[src/rtl/ecall_halt_if.sv]
// Pipeline-side signal bundle for the ECALL halt controller.
// It carries the ID-stage ECALL flag, the x17 forwarding sources, and the stall, halt and count results.
interface ecall_halt_if;
  logic        id_is_ecall;
  logic        id_ex_reg_write;
  logic [4:0]  id_ex_rd;
  logic        ex_mem_reg_write;
  logic        ex_mem_mem_read;
  logic [4:0]  ex_mem_rd;
  logic [31:0] ex_mem_alu_out;
  logic        mem_wb_reg_write;
  logic [4:0]  mem_wb_rd;
  logic [31:0] mem_wb_value;
  logic [31:0] rf_x17;
  logic        ecall_stall;
  logic        fetch_halt;
  logic        is_halted;
  logic [15:0] ecall_count;

  modport master (
    output id_is_ecall, id_ex_reg_write, id_ex_rd, ex_mem_reg_write, ex_mem_mem_read,
           ex_mem_rd, ex_mem_alu_out, mem_wb_reg_write, mem_wb_rd, mem_wb_value, rf_x17,
    input  ecall_stall, fetch_halt, is_halted, ecall_count
  );

  modport slave (
    input  id_is_ecall, id_ex_reg_write, id_ex_rd, ex_mem_reg_write, ex_mem_mem_read,
           ex_mem_rd, ex_mem_alu_out, mem_wb_reg_write, mem_wb_rd, mem_wb_value, rf_x17,
    output ecall_stall, fetch_halt, is_halted, ecall_count
  );
endinterface

[src/rtl/ecall_halt_controller.sv]
// ECALL sequencer: resolves x17 with forwarding priority, then either retires the ECALL
// as a counted no-op or halts fetch, drains the older instructions and latches is_halted.
//   state  | meaning
//   IDLE   | no ECALL pending; decides immediately when x17 is resolvable
//   WAIT   | ECALL stalled in ID until x17 producer reaches a forwardable stage
//   DRAIN  | fetch halted, older instructions retiring
//   HALTED | sticky halt until reset
module ecall_halt_controller #(
  parameter logic [31:0] HALT_CODE    = 32'd10,
  parameter int          DRAIN_CYCLES = 3,
  parameter logic [4:0]  ECALL_REG    = 5'd17
) (
  input logic        clk,
  input logic        reset,
  ecall_halt_if.slave bus
);
  localparam int CW = (DRAIN_CYCLES < 2) ? 1 : $clog2(DRAIN_CYCLES);
  localparam logic [CW-1:0] DRAIN_LOAD = CW'(DRAIN_CYCLES - 1);

  typedef enum logic [1:0] {IDLE, WAIT, DRAIN, HALTED} state_t;

  state_t      state;
  logic [CW-1:0] drain_cnt;
  logic [15:0] count;
  logic        halted;

  logic        hazard;
  logic [31:0] x17_value;
  logic        deciding;
  logic        halt_req;

  always_comb begin
    hazard = (bus.id_ex_reg_write && bus.id_ex_rd == ECALL_REG) ||
             (bus.ex_mem_reg_write && bus.ex_mem_mem_read && bus.ex_mem_rd == ECALL_REG);
    if (bus.ex_mem_reg_write && !bus.ex_mem_mem_read && bus.ex_mem_rd == ECALL_REG)
      x17_value = bus.ex_mem_alu_out;
    else if (bus.mem_wb_reg_write && bus.mem_wb_rd == ECALL_REG)
      x17_value = bus.mem_wb_value;
    else
      x17_value = bus.rf_x17;
    deciding = (state == IDLE || state == WAIT) && bus.id_is_ecall;
    halt_req = deciding && !hazard && (x17_value == HALT_CODE);
  end

  assign bus.ecall_stall = deciding && hazard;
  assign bus.fetch_halt  = (state == DRAIN) || (state == HALTED) || halt_req;
  assign bus.is_halted   = halted;
  assign bus.ecall_count = count;

  always_ff @(posedge clk) begin
    if (reset) begin
      state     <= IDLE;
      drain_cnt <= '0;
      count     <= '0;
      halted    <= 1'b0;
    end else begin
      case (state)
        IDLE, WAIT: begin
          if (!deciding) begin
            state <= IDLE;
          end else if (hazard) begin
            state <= WAIT;
          end else if (halt_req) begin
            // A one-cycle drain means the decision edge itself lands in HALTED.
            if (DRAIN_CYCLES <= 1) begin
              state  <= HALTED;
              halted <= 1'b1;
            end else begin
              state     <= DRAIN;
              drain_cnt <= DRAIN_LOAD;
            end
          end else begin
            state <= IDLE;
            if (count != 16'hFFFF) count <= count + 16'd1;
          end
        end
        DRAIN: begin
          drain_cnt <= drain_cnt - CW'(1);
          if (drain_cnt <= CW'(1)) begin
            state  <= HALTED;
            halted <= 1'b1;
          end
        end
        HALTED: state <= HALTED;
        default: state <= IDLE;
      endcase
    end
  end
endmodule
[src/flat_wrapper.sv]
// flat-port wrapper written by rule: the top's interface ports become plain ports
module ecall_halt_controller_flat 
#(
  parameter logic [31:0] HALT_CODE    = 32'd10,
  parameter int          DRAIN_CYCLES = 3,
  parameter logic [4:0]  ECALL_REG    = 5'd17
)
  (clk, reset, bus_id_is_ecall, bus_id_ex_reg_write, bus_id_ex_rd, bus_ex_mem_reg_write, bus_ex_mem_mem_read, bus_ex_mem_rd, bus_ex_mem_alu_out, bus_mem_wb_reg_write, bus_mem_wb_rd, bus_mem_wb_value, bus_rf_x17, bus_ecall_stall, bus_fetch_halt, bus_is_halted, bus_ecall_count);
  ecall_halt_if bus_i ();
  input logic clk;
  input logic reset;
  input wire logic [$bits(bus_i.id_is_ecall)-1:0] bus_id_is_ecall;
  input wire logic [$bits(bus_i.id_ex_reg_write)-1:0] bus_id_ex_reg_write;
  input wire logic [$bits(bus_i.id_ex_rd)-1:0] bus_id_ex_rd;
  input wire logic [$bits(bus_i.ex_mem_reg_write)-1:0] bus_ex_mem_reg_write;
  input wire logic [$bits(bus_i.ex_mem_mem_read)-1:0] bus_ex_mem_mem_read;
  input wire logic [$bits(bus_i.ex_mem_rd)-1:0] bus_ex_mem_rd;
  input wire logic [$bits(bus_i.ex_mem_alu_out)-1:0] bus_ex_mem_alu_out;
  input wire logic [$bits(bus_i.mem_wb_reg_write)-1:0] bus_mem_wb_reg_write;
  input wire logic [$bits(bus_i.mem_wb_rd)-1:0] bus_mem_wb_rd;
  input wire logic [$bits(bus_i.mem_wb_value)-1:0] bus_mem_wb_value;
  input wire logic [$bits(bus_i.rf_x17)-1:0] bus_rf_x17;
  output wire logic [$bits(bus_i.ecall_stall)-1:0] bus_ecall_stall;
  output wire logic [$bits(bus_i.fetch_halt)-1:0] bus_fetch_halt;
  output wire logic [$bits(bus_i.is_halted)-1:0] bus_is_halted;
  output wire logic [$bits(bus_i.ecall_count)-1:0] bus_ecall_count;
  assign bus_i.id_is_ecall = bus_id_is_ecall;
  assign bus_i.id_ex_reg_write = bus_id_ex_reg_write;
  assign bus_i.id_ex_rd = bus_id_ex_rd;
  assign bus_i.ex_mem_reg_write = bus_ex_mem_reg_write;
  assign bus_i.ex_mem_mem_read = bus_ex_mem_mem_read;
  assign bus_i.ex_mem_rd = bus_ex_mem_rd;
  assign bus_i.ex_mem_alu_out = bus_ex_mem_alu_out;
  assign bus_i.mem_wb_reg_write = bus_mem_wb_reg_write;
  assign bus_i.mem_wb_rd = bus_mem_wb_rd;
  assign bus_i.mem_wb_value = bus_mem_wb_value;
  assign bus_i.rf_x17 = bus_rf_x17;
  assign bus_ecall_stall = bus_i.ecall_stall;
  assign bus_fetch_halt = bus_i.fetch_halt;
  assign bus_is_halted = bus_i.is_halted;
  assign bus_ecall_count = bus_i.ecall_count;
  ecall_halt_controller #(.HALT_CODE(HALT_CODE), .DRAIN_CYCLES(DRAIN_CYCLES), .ECALL_REG(ECALL_REG)) u_core (.clk(clk), .reset(reset), .bus(bus_i));
endmodule
[config.mk]
export PLATFORM = sky130hd
export DESIGN_NAME = ecall_halt_controller_flat
export DESIGN_NICKNAME = d
export VERILOG_FILES = /design/src/rtl/ecall_halt_if.sv /design/src/rtl/ecall_halt_controller.sv /design/src/flat_wrapper.sv
export SDC_FILE = /design/constraint.sdc
export NUM_CORES = 1
export LEC_CHECK = 0
export CAP_MARGIN = 10
export CORE_ASPECT_RATIO = 2
export CORE_UTILIZATION = 29
export CTS_CLUSTER_SIZE = 25
export DETAILED_ROUTE_END_ITERATION = 6
export GPL_ROUTABILITY_DRIVEN = 1
export GPL_TIMING_DRIVEN = 1
export PLACE_DENSITY = 0.86
export SYNTH_ARGS = -nofsm -noshare
export SYNTH_HDL_FRONTEND = slang
export SYNTH_SLANG_ARGS = --single-unit
[constraint.sdc]
create_clock -name clk -period 3.3 [get_ports clk]
set_clock_uncertainty 0.05 [all_clocks]
set_input_delay 0.66 -clock clk [delete_from_list [all_inputs] [get_ports clk]]
set_output_delay 0.66 -clock clk [all_outputs]
set_load 0.05 [all_outputs]
# After elaboration in Yosys (flattened, before gate mapping)
# Index checks and enable logic that the tools add are counted.
totals:
  ff_bits: 21
  input_bits: 118
  out_inout_bits: 19
  word_cells: 54
classes:
  addsub: 2
  order_cmp: 1
  n_eq_ne: 12
  muxes: 11
  bitwise_logic: 2
  n_reduce_logical: 22
ops:
  columns: ["cell", "n"]
  rows:
  - ["two-way mux 32 bit", 2]
  - ["== test 32 x 4 -> 1 bit (second input constant)", 1]
  - ["adder 16 x 1 -> 16 bit (second input constant)", 1]
  - ["!= test 16 bit (second input constant)", 1]
  - ["== test 5 bit (second input constant)", 3]
  - ["two-way mux 2 bit", 7]
  - ["logical AND 1 bit", 10]
  - ["one-hot mux 2 bit (3 select lines)", 1]
  - ["AND reduction 5 bit", 1]
  - ["== test 2 bit (second input constant)", 2]
  - ["logical OR 1 bit", 4]
  - ["!= test 2 x 1 -> 1 bit (second input constant)", 2]
  - ["!= test 2 bit (second input constant)", 2]
  - ["one-hot mux 2 bit (2 select lines)", 1]
  - ["AND reduction 4 bit", 1]
  - ["== test 2 x 1 -> 1 bit (second input constant)", 1]
  - ["<= comparator 2 x 1 -> 1 bit (second input constant)", 1]
  - ["zero test 1 bit", 2]
  - ["zero test 2 bit", 1]
  - ["NOT 1 bit", 2]
  - ["AND reduction 2 bit", 1]
  - ["nonzero test 2 bit", 1]
  - ["OR reduction 2 bit", 1]
  - ["subtractor 2 x 1 -> 2 bit (second input constant)", 1]

# Logic depth before layout (Yosys ltp)
# Gate-level depths: netlist (run 1).
depth:
  depth_word: 10
  ltp_mapped: 9
  ltp_nobuf: 7

# Worst setup path after synthesis (run 1)
# OpenSTA, ideal clock, no wires.
synth_timing:
  path_type: "input to output"
  from: "input port bus_ex_mem_rd[3]"
  to: "output port bus_fetch_halt"
  arrival_ns: 2.056
  t_required_ns: 2.590
  slack_ns: 0.534
  stages: 6
  path_buffers: 0
  cell_sequence: "and4bb_1 -> and3b_1 -> nor2b_1 -> mux2i_1 -> nor4_1 -> or2_2"
synth_via:
  elab_chain_cells: 7
  word_cells_on_any_way: 10
  cone_classes: "eq/ne: 2; mux: 1; reduce/logical: 7"
synth_rtl:
  columns: ["element", "line", "rtl"]
  rows:
  - ["start, declared", "flat_wrapper.sv:17", "input wire logic [$bits(bus_i.ex_mem_rd)-1:0] bus_ex_mem_rd;"]
  - ["== test 5 bit *", "ecall_halt_controller.sv:34, ecall_halt_controller.sv:35", null]
  - ["parallel branches: the longest is 4 deep, another holds two-way mux 32 bit", null, null]
  - ["logical AND 1 bit *", "ecall_halt_controller.sv:42", "halt_req = deciding && !hazard && (x17_value == HALT_CODE);"]
  - ["logical OR 1 bit *", "ecall_halt_controller.sv:46", "assign bus.fetch_halt = (state == DRAIN) || (state == HALTED) || halt_req;"]
  - ["end, declared", "flat_wrapper.sv:24", "output wire logic [$bits(bus_i.fetch_halt)-1:0] bus_fetch_halt;"]
# Mark *: on every way between the ends.

# Worst setup path after layout (run 1)
layout_timing:
  from: "input port bus_mem_wb_value[16]"
  to: "output port bus_fetch_halt"
layout_via:
  elab_chain_cells: 5
layout_rtl:
  columns: ["element", "line", "rtl"]
  rows:
  - ["start, declared", "flat_wrapper.sv:21", "input wire logic [$bits(bus_i.mem_wb_value)-1:0] bus_mem_wb_value;"]
  - ["two-way mux 32 bit", "ecall_halt_controller.sv:37", "else if (bus.mem_wb_reg_write && bus.mem_wb_rd == ECALL_REG)"]
  - ["two-way mux 32 bit", "ecall_halt_controller.sv:35", "if (bus.ex_mem_reg_write && !bus.ex_mem_mem_read && bus.ex_mem_rd == ECALL_REG)"]
  - ["== test 32 x 4 -> 1 bit", "ecall_halt_controller.sv:42", null]
  - ["logical AND 1 bit", "ecall_halt_controller.sv:42", null]
  - ["logical OR 1 bit", "ecall_halt_controller.sv:46", null]
# Every way passes these cells.

==> results.json, run 1 <==
{
  "period_share_pct": 101,
  "outcome": "finished, violations left",
  "inserted_clock_buffers": 3,
  "post-route-drc-count": 0,
  "clock-root-buffer": "sky130_fd_sc_hd__clkbuf_8",
  "layout_commonest_cell": "sky130_fd_sc_hd__clkdlybuf4s50_1",
  "hold_viol": 0,
  "highest_count_cells_in_the_layout_ignoring_fill_and_taps": "sky130_fd_sc_hd__clkdlybuf4s50_1, sky130_fd_sc_hd__dfxtp_1, sky130_fd_sc_hd__dlymetal6s2s_1, sky130_fd_sc_hd__a21oi_1, sky130_fd_sc_hd__nor4_2",
  "critPathSlowestCell": "sky130_fd_sc_hd__clkdlybuf4s50_1",
  "required_ps": 2590,
  "stdcell_count": 370,
  "critical_path.cell_chain": "clkdlybuf4s50_1 -> nor4_2 -> nand4_1 -> mux2i_2 -> mux2i_4 -> nor4_4 -> or2_4 -> buf_12",
  "cts_sinks": 21,
  "syn_area_um2": 1340,
  "clkLatencyLatePin_ps": 260,
  "die_w_um": 50.0,
  "path_clk_slew_ps": 70,
  "p_leak_nw": 1.14,
  "critical_path.reg2reg.startpoint": "u_core.bus.ecall_count[7]$_SDFFE_PP0P_",
  "maxCapViolations": 0,
  "grt_overflow": 0,
  "first_pass_grt_wire_length_um": 9200,
  "reg2regPathDepth": 8,
  "hpwl_um": 4950,
  "post_synth_edffs": 0,
  "area_growth_pct": 135,
  "initialDrtViolationCount": 70,
  "rr_endpoint": "u_core.bus.ecall_count[8]$_SDFFE_PP0P_",
  "die_height_um": 98.1,
  "report.final.setup_viol": 1,
  "critical_path.endpoint_type": "primary output",
  "max_slew_margin_pct": 43.0,
  "grt.total_usage_pct": 24.3,
  "antenna_found_initial": 0,
  "finalWeightedCongestion": 0.789,
  "seqCellArea_um2": 420,
  "final_cell_area_um2": 3150,
  "hold_path.class": "flop to flop",
  "yosys_register_bits": 21,
  "powerDensity_nw_per_um2": 204,
  "top_level_ports": 137,
  "maxClockFrequency_ghz": 0.301,
  "diodes": 0,
  "grt_max_degree": 31,
  "multiInputGateArea_um2": 1060,
  "crit_start": "bus_mem_wb_value[16]",
  "num_vias": 2093,
  "start_util_pct": 30.6,
  "avgSynthCellArea_um2": 7.88,
  "final_period_minus_worst_setup_slack_ps": 3320,
  "fillcell_total": 323,
  "ant_nets": 0,
  "yosys_most_used_dff": "sky130_fd_sc_hd__dfxtp_1",
  "grt_pass1_vias": 2003,
  "worst_ir_drop_vdd_v": 0.000170,
  "ys_seq_area_share_pct": 31.4,
  "crit_path_max_incr_delay_ps": 420,
  "clockBufferDepth": 2,
  "h-tree-depth": 1,
  "final-max-slew-violation-count": 0,
  "setup.worst_path.start_class": "primary input",
  "detail_route.first_pass.iterations": 4,
  "die_area_um2": 4910,
  "holdBufCountCts": 0,
  "critPathMaxFanout": 2,
  "syn_nets": 290,
  "yosys.cell_types.count": 35,
  "post_dp_cell_area_um2": 2810,
  "critPathKind": "primary input to primary output",
  "synthCells": 170,
  "synth.yosys.warnings": 0,
  "async_reset_ff_share_pct": 0,
  "cts_tree": "done",
  "floorplan.rows": 34,
  "setup.reg_to_reg.worst_slack_ps": 870,
  "post_drt_via_cell_ratio": 5.66,
  "worst_slew_pin_slew_ps": 852,
  "setup_slack_of_the_critical_path_after_layout_ps": -20.3,
  "core_um2": 4380,
  "numPlacedInstances": 359,
  "finish.net_count": 437,
  "end_point_of_the_critical_path": "bus_fetch_halt",
  "route.detailed.wl_per_inst_um": 17.7,
  "failing_checks": "negative setup slack",
  "worst_ep_arrival_time_ps": 2610,
  "port-buffer-count": 136,
  "detail_route.wirelength_um": 6550,
  "post_route_cells_drive_above_1_share_pct": 15.2
}
## power by group
| part | leakage, nW | internal, W | switching (W) | total [W] |
|---|---|---|---|---|
| Combinational | 0.947 | 0.000145 | 0.0000678 | 0.000213 |
| Sequential | 0.169 | 0.000256 | 0.00000323 | 0.000259 |
| Clock | 0.0228 | 0.0000861 | 0.0000851 | 0.000171 |
| Total | 1.14 | 0.000487 | 0.000156 | 0.000643 |
## state kept, by name, indices dropped and copies added (netlist names)
register and count:
u_core.bus.ecall_count 16, u_core.state 2, u_core.bus.is_halted 1, u_core.drain_cnt 2
## worst min-delay path by stage
stage,cells past startpoint,from,end
after floorplan,2,u_core.drain_cnt[0]$_SDFFE_PP0P_,u_core.drain_cnt[0]$_SDFFE_PP0P_
after global placement,2,u_core.bus.is_halted$_SDFFE_PP0P_,u_core.bus.is_halted$_SDFFE_PP0P_
after detailed placement,2,u_core.bus.is_halted$_SDFFE_PP0P_,u_core.bus.is_halted$_SDFFE_PP0P_
after CTS,2,u_core.bus.is_halted$_SDFFE_PP0P_,u_core.bus.is_halted$_SDFFE_PP0P_
after global routing,2,u_core.bus.ecall_count[14]$_SDFFE_PP0P_,u_core.bus.ecall_count[14]$_SDFFE_PP0P_
final,2,u_core.bus.is_halted$_SDFFE_PP0P_,u_core.bus.is_halted$_SDFFE_PP0P_
## routing by layer
layer	up-vias	share of wire, %	global-route usage [%]	wire length (um)
met2	144	55	45.5	3590
met5	-	0	0	0
met1	960	33	25.3	2180
li1	970	-	-	-
met3	19	8.5	4.05	555
met4	0	3.4	9.89	221
## metrics by stage
step	worst slack (ps)	setup TNS (ps)	hold WS (ps)	utilization, %	power (W)
global route	-125	-193	488	71.9	0.000666
finish	-20.3	-20.3	427	71.9	0.000643
global placement	27.1	0	412	64.1	0.000455
floorplan	534	0	427	-	0.000301
CTS	0.0766	0	432	66.6	0.000629
detailed placement	-145	-187	413	64.1	0.000459
## cell usage after synthesis, drive strengths merged (2+ instances only)
library cell   n  area share (%)
nand4          8             3.7
nand2b         4             1.9
and3b          2             1.3
o31ai          8             4.5
o21ai          7             2.6
dfxtp         21              31
buf            3             1.3
or4            8             4.5
nand2          9             2.5
inv            5             1.4
or3            7             3.3
or2            2            0.93
clkbuf         3            0.84
and3           3             1.4
mux2i          4             3.0
nor4          20             9.3
nand3          7             2.6
nor3           4             1.5
ha             2             1.9
nor4b          5             3.3
nor2b          4             1.9
a21oi         17             6.4
nor2           7             2.0
## worst max-delay path: cells and delay by family
family                 cells  cell delay [ps]
muxes                      2              380
and+or+nand+nor            4             1000
buffers and inverters      2              550
## cell families (layout without fill, tap and decap cells)
kind of cell    after synthesis  in the layout  share of synthesized area (%)
xor+xnor                      1              1                          0.654
buf+inv                      11            157                           3.55
compound gates               38             38                           17.1
fa+ha+maj                     2              2                           1.87
simple gates                 93             93                           42.4
flops                        21             21                           31.4
mux                           4              4                           2.99
## area by class of cell
class                   count  area share [%]
well taps                  54            2.14
inverters                   5           0.596
multi-input cells         138            33.8
clock buffers               4            1.43
repair buffers            148            48.7
flip-flops and latches     21            13.3
## what timing repair did
action	in CTS	in global routing
resized for setup	8	43
gates cloned	0	2
setup buffers	3	2
setup endpoints to repair	1	8
pin swaps	3	17
Note: power is estimated with default switching activity, not from simulation.
==> run 2, diff against run 1 <==
SETUP_SLACK_MARGIN = 0.05   (was unset)
==> results.json, run 2 (synthesis gave the netlist of run 1 again) <==
{
  "path_clk_slew_ps": 80,
  "clockBufferDepth": 2,
  "finalWeightedCongestion": 0.789,
  "top_level_ports": 137,
  "worst_ep_arrival_time_ps": 2560,
  "critPathMaxFanout": 2,
  "initialDrtViolationCount": 43,
  "grt_overflow": 0,
  "port-buffer-count": 136,
  "inserted_clock_buffers": 3,
  "clock-root-buffer": "sky130_fd_sc_hd__clkbuf_8",
  "min_path_cells": 2,
  "critPathSlowestCell": "sky130_fd_sc_hd__clkdlybuf4s50_1",
  "critical_path.endpoint_type": "primary output",
  "post_drt_via_cell_ratio": 5.62,
  "die_w_um": 50.0,
  "holdBufCountCts": 0,
  "die_area_um2": 4910,
  "fillcell_total": 304,
  "powerDensity_nw_per_um2": 201,
  "area_growth_pct": 140,
  "detail_route.first_pass.iterations": 4,
  "num_vias": 2078,
  "hold_viol": 0,
  "core_um2": 4380,
  "diodes": 0,
  "critical_path.cell_chain": "clkdlybuf4s50_1 -> nor4bb_1 -> nand4_1 -> nor2_2 -> mux2i_4 -> nor4_4 -> or2_4 -> buf_12",
  "critPathKind": "primary input to primary output",
  "p_leak_nw": 1.28,
  "finish.net_count": 437,
  "hpwl_um": 4950,
  "antenna_found_initial": 0,
  "floorplan.rows": 34,
  "h-tree-depth": 1,
  "die_height_um": 98.1,
  "seqCellArea_um2": 420,
  "reg2regPathDepth": 8,
  "route.detailed.wl_per_inst_um": 18.3,
  "worst_ir_drop_vdd_v": 0.000171,
  "clkLatencyLatePin_ps": 260,
  "start_util_pct": 30.6,
  "report.final.setup_viol": 0,
  "multiInputGateArea_um2": 1090,
  "maxCapViolations": 0,
  "final_period_minus_worst_setup_slack_ps": 3270,
  "crit_family": "simple AND/OR/NAND/NOR gates",
  "cts_sinks": 21,
  "detail_route.wirelength_um": 6760,
  "worst_slew_pin_slew_ps": 866,
  "grt.total_usage_pct": 24.3,
  "outcome": "finished, final reports clean",
  "cp.depth": 8,
  "final-max-slew-violation-count": 0,
  "cts_tree": "done",
  "grt_pass1_vias": 2000,
  "hold_path.class": "flop to flop",
  "post-route-drc-count": 0,
  "timing.critical_path.buf_inv": 2,
  "crit_path_max_incr_delay_ps": 460,
  "grt_max_degree": 31,
  "maxClockFrequency_ghz": 0.306,
  "ant_nets": 0,
  "post_route_cells_drive_above_1_share_pct": 17.1,
  "first_pass_grt_wire_length_um": 9200,
  "max_slew_margin_pct": 42.1,
  "setup.worst_path.start_class": "primary input",
  "highest_count_cells_in_the_layout_ignoring_fill_and_taps": "sky130_fd_sc_hd__clkdlybuf4s50_1, sky130_fd_sc_hd__dlymetal6s2s_1, sky130_fd_sc_hd__dfxtp_1, sky130_fd_sc_hd__nor4_2, sky130_fd_sc_hd__a21oi_1",
  "postLayoutCoreUtil_pct": 73.4,
  "largest_register_ffs": 16,
  "totalNegativeSetupSlack_ps": 0,
  "required_ps": 2590,
  "layout_commonest_cell": "sky130_fd_sc_hd__clkdlybuf4s50_1",
  "period_share_pct": 98.9
}
## run 2: cell types whose count changed in the layout (fill, tap and decap cells not counted), moves of 3 or more
cell / previous run / this run
sky130_fd_sc_hd__clkdlybuf4s50_1: 120 / 105
sky130_fd_sc_hd__dlymetal6s2s_1: 14 / 29
sky130_fd_sc_hd__nor4_1: 7 / 4
sky130_fd_sc_hd__nor4_2: 12 / 15
## run 2: repair_timing
item	4_1_cts	5_1_grt
resized for setup	8	64
pin swaps	3	22
gates cloned	0	2
setup buffers	3	2
setup endpoints to repair	1	9
## run 2: worst paths after layout
| check | slack (ps) | startpoint | end |
|---|---|---|---|
| worst min-delay path | 430 | u_core.bus.is_halted$_SDFFE_PP0P_ | u_core.bus.is_halted$_SDFFE_PP0P_ |
| worst max-delay path | 30 | bus_ex_mem_alu_out[3] | bus_fetch_halt |
| worst min register to register | 430 | u_core.bus.is_halted$_SDFFE_PP0P_ | u_core.bus.is_halted$_SDFFE_PP0P_ |
| worst max register to register | 860 | u_core.bus.ecall_count[7]$_SDFFE_PP0P_ | u_core.bus.ecall_count[8]$_SDFFE_PP0P_ |
## run 2: per-layer routing
layer / track usage [%] / routed length, um / up-vias
li1: - / - / 962
met1: 25.3 / 2270 / 967
met2: 45.6 / 3810 / 136
met3: 4.05 / 522 / 13
met4: 9.89 / 161 / 0
met5: 0 / 0 / -
## run 2: final cells by class
type	count	share of cell area (%)
Clock buffer	4	1.40
Inverter	5	0.583
Multi-Input combinational cell	138	34.0
Sequential cell	21	13.1
Tap cell	54	2.10
Timing Repair Buffer	148	48.9
## run 2: tightest hold or removal path: cells and delay by family (launching register included)
| kind | cells | cell delay (ps) |
|---|---|---|
| flops | 1 | 330 |
| simple gates | 1 | 70 |
| compound gates | 1 | 40 |
## run 2: per-stage QoR
step	setup WS, ps	cell area, um2	hold slack [ps]	cells	total power (W)
after floorplan	534	1340	427	170	0.000301
after global placement	27.1	2810	412	359	0.000455
after detailed placement	-145	2810	413	359	0.000459
after CTS	0.0766	2920	432	366	0.000629
after global routing	-61.7	3220	488	370	0.000667
final	34.7	3220	426	370	0.000645
## run 2: power breakdown
part,internal (W),leakage [nW],switching [W],total [W]
logic,0.000143,1.09,0.0000710,0.000214
clock network,0.0000861,0.0228,0.0000859,0.000172
registers,0.000256,0.169,0.00000322,0.000259
total,0.000485,1.28,0.000160,0.000645
==> run 3, diff against run 2 <==
--- a/config.mk
+++ b/config.mk
@@ -6,5 +6,5 @@
 export NUM_CORES = 1
 export LEC_CHECK = 0
-export CAP_MARGIN = 10
+export CAP_MARGIN = 5
 export CORE_ASPECT_RATIO = 2
 export CORE_UTILIZATION = 29
==> constraint.sdc (replaced) <==
create_clock -name clk -period 3.3 [get_ports clk]
set_clock_uncertainty 0.05 [all_clocks]
set_input_delay 0.33 -clock clk [delete_from_list [all_inputs] [get_ports clk]]
set_output_delay 0.33 -clock clk [all_outputs]
set_load 0.05 [all_outputs]
==> results.json, run 3 (synthesis gave the netlist of run 1 again) <==
{
  "outcome": "finished, final reports clean",
  "stdcell_count": 359,
  "core_um2": 4380,
  "start_util_pct": 30.6,
  "cp_common_cell": "sky130_fd_sc_hd__mux2i_1",
  "worst_ep_arrival_time_ps": 2350,
  "grt_max_degree": 31,
  "ant_nets": 0,
  "hold_viol": 0,
  "route.detailed.wl_per_inst_um": 15.2,
  "port-buffer-count": 136,
  "cts_resized": 0,
  "cts_tree": "done",
  "post_drt_via_cell_ratio": 5.55,
  "p_leak_nw": 0.923,
  "clkLatencyLatePin_ps": 260,
  "totalNegativeSetupSlack_ps": 0,
  "worst_ir_drop_vdd_v": 0.000162,
  "num_vias": 1991,
  "floorplan.rows": 34,
  "final-max-slew-violation-count": 0,
  "required_ps": 2920,
  "grt.total_usage_pct": 22.8,
  "die_area_um2": 4910,
  "largest_register_ffs": 16,
  "period_share_pct": 82.8,
  "post-route-drc-count": 0,
  "path_clk_slew_ps": 70,
  "grt_overflow": 0,
  "highest_count_cells_in_the_layout_ignoring_fill_and_taps": "sky130_fd_sc_hd__clkdlybuf4s50_1, sky130_fd_sc_hd__dfxtp_1, sky130_fd_sc_hd__nor4_1, sky130_fd_sc_hd__a21oi_1, sky130_fd_sc_hd__nand2_1",
  "detail_route.wirelength_um": 5440,
  "antenna_found_initial": 0,
  "holdBufCountCts": 0,
  "timing.critical_path.buf_inv": 2,
  "max_slew_margin_pct": 50.2,
  "layout_commonest_cell": "sky130_fd_sc_hd__clkdlybuf4s50_1",
  "final_period_minus_worst_setup_slack_ps": 2730,
  "detail_route.first_pass.iterations": 4,
  "critPathSlowestCell": "sky130_fd_sc_hd__clkdlybuf4s50_1",
  "critPathMaxFanout": 4,
  "clock-root-buffer": "sky130_fd_sc_hd__clkbuf_8",
  "diodes": 0,
  "hpwl_um": 4660,
  "critPathKind": "primary input to primary output",
  "clockBufferDepth": 2,
  "hold_path.class": "flop to flop",
  "initialDrtViolationCount": 52,
  "post_route_cells_drive_above_1_share_pct": 2.62,
  "inserted_clock_buffers": 3,
  "postLayoutCoreUtil_pct": 63.9,
  "top_level_ports": 137,
  "die_w_um": 50.0,
  "crit_path_max_incr_delay_ps": 490,
  "area_growth_pct": 109,
  "rsz0062_at_grt": "no",
  "hold_ws_ps": 427,
  "h-tree-depth": 1,
  "grt_pass1_vias": 1952,
  "finish.net_count": 426,
  "critical_path.cell_chain": "clkdlybuf4s50_1 -> nor4b_1 -> nand3_1 -> mux2i_1 -> mux2i_1 -> nor4_1 -> or2_2 -> buf_12",
  "setup.worst_path.start_class": "primary input",
  "maxClockFrequency_ghz": 0.366,
  "report.final.setup_viol": 0,
  "critical_path.endpoint_type": "primary output",
  "maxCapViolations": 0,
  "worst_slew_pin_slew_ps": 745,
  "crit_family": "simple AND/OR/NAND/NOR gates",
  "first_pass_grt_wire_length_um": 8570,
  "finalWeightedCongestion": 0.799,
  "numPlacedInstances": 355,
  "cts_setup_buffers": 0,
  "die_height_um": 98.1,
  "cts_sinks": 21,
  "powerDensity_nw_per_um2": 221
}
==> run 3: changes by cell type in the layout (fill, tap and decap cells not counted), sizes merged <==
cell | previous run | this run
buf | 13 | 2
clkbuf | 5 | 4
clkdlybuf4s50 | 105 | 135
dlymetal6s2s | 29 | 0
==> run 3: final cells by class <==
| class | count | area, um2 |
|---|---|---|
| Multi-Input combinational cell | 138 | 871 |
| Sequential cell | 21 | 420 |
| Timing Repair Buffer | 137 | 1380 |
| Tap cell | 54 | 67.6 |
| Fill cell | 381 | 1580 |
| Clock buffer | 4 | 45.0 |
| Inverter | 5 | 18.8 |
==> run 3: power by group <==
group | internal, W | switching, W | total, W
Sequential | 0.000256 | 0.00000374 | 0.000260
Clock | 0.0000862 | 0.0000853 | 0.000171
Combinational | 0.000137 | 0.0000523 | 0.000189
==> run 3: worst paths after layout <==
kind	slack (ps)	end	startpoint	cells after the start
worst min register to register	430	u_core.bus.is_halted$_SDFFE_PP0P_	u_core.bus.is_halted$_SDFFE_PP0P_	2
worst min-delay path	430	u_core.bus.is_halted$_SDFFE_PP0P_	u_core.bus.is_halted$_SDFFE_PP0P_	2
worst max register to register	1020	u_core.bus.ecall_count[15]$_SDFFE_PP0P_	u_core.bus.ecall_count[7]$_SDFFE_PP0P_	8
worst max-delay path	570	bus_fetch_halt	bus_mem_wb_rd[0]	8
==> run 3: per-stage QoR <==
step | cell area, um2 | setup slack [ps] | power (W)
final | 2800 | 567 | 0.000620
after CTS | 2800 | 548 | 0.000621
after global placement | 2760 | 510 | 0.000451
after global routing | 2800 | 387 | 0.000640
after floorplan | 1340 | 1000 | 0.000301
after detailed placement | 2760 | 444 | 0.000454
==> run 3: worst register-to-register path, cell delays in order (launching register included) <==
cell and delay [ps]:
sky130_fd_sc_hd__dfxtp_1 360, sky130_fd_sc_hd__and3_1 220, sky130_fd_sc_hd__and4_1 220, sky130_fd_sc_hd__and3_1 200, sky130_fd_sc_hd__a31oi_1 170, sky130_fd_sc_hd__o21ai_1 90, sky130_fd_sc_hd__buf_4 220, sky130_fd_sc_hd__or4_1 500
sky130_fd_sc_hd__a21oi_1 170
==> run 3: routing by layer <==
metal	GRT usage [%]	routed length [um]
met4	6.81	91
met3	4.67	527
met1	22.3	1810
met2	44.8	3010
met5	0	0
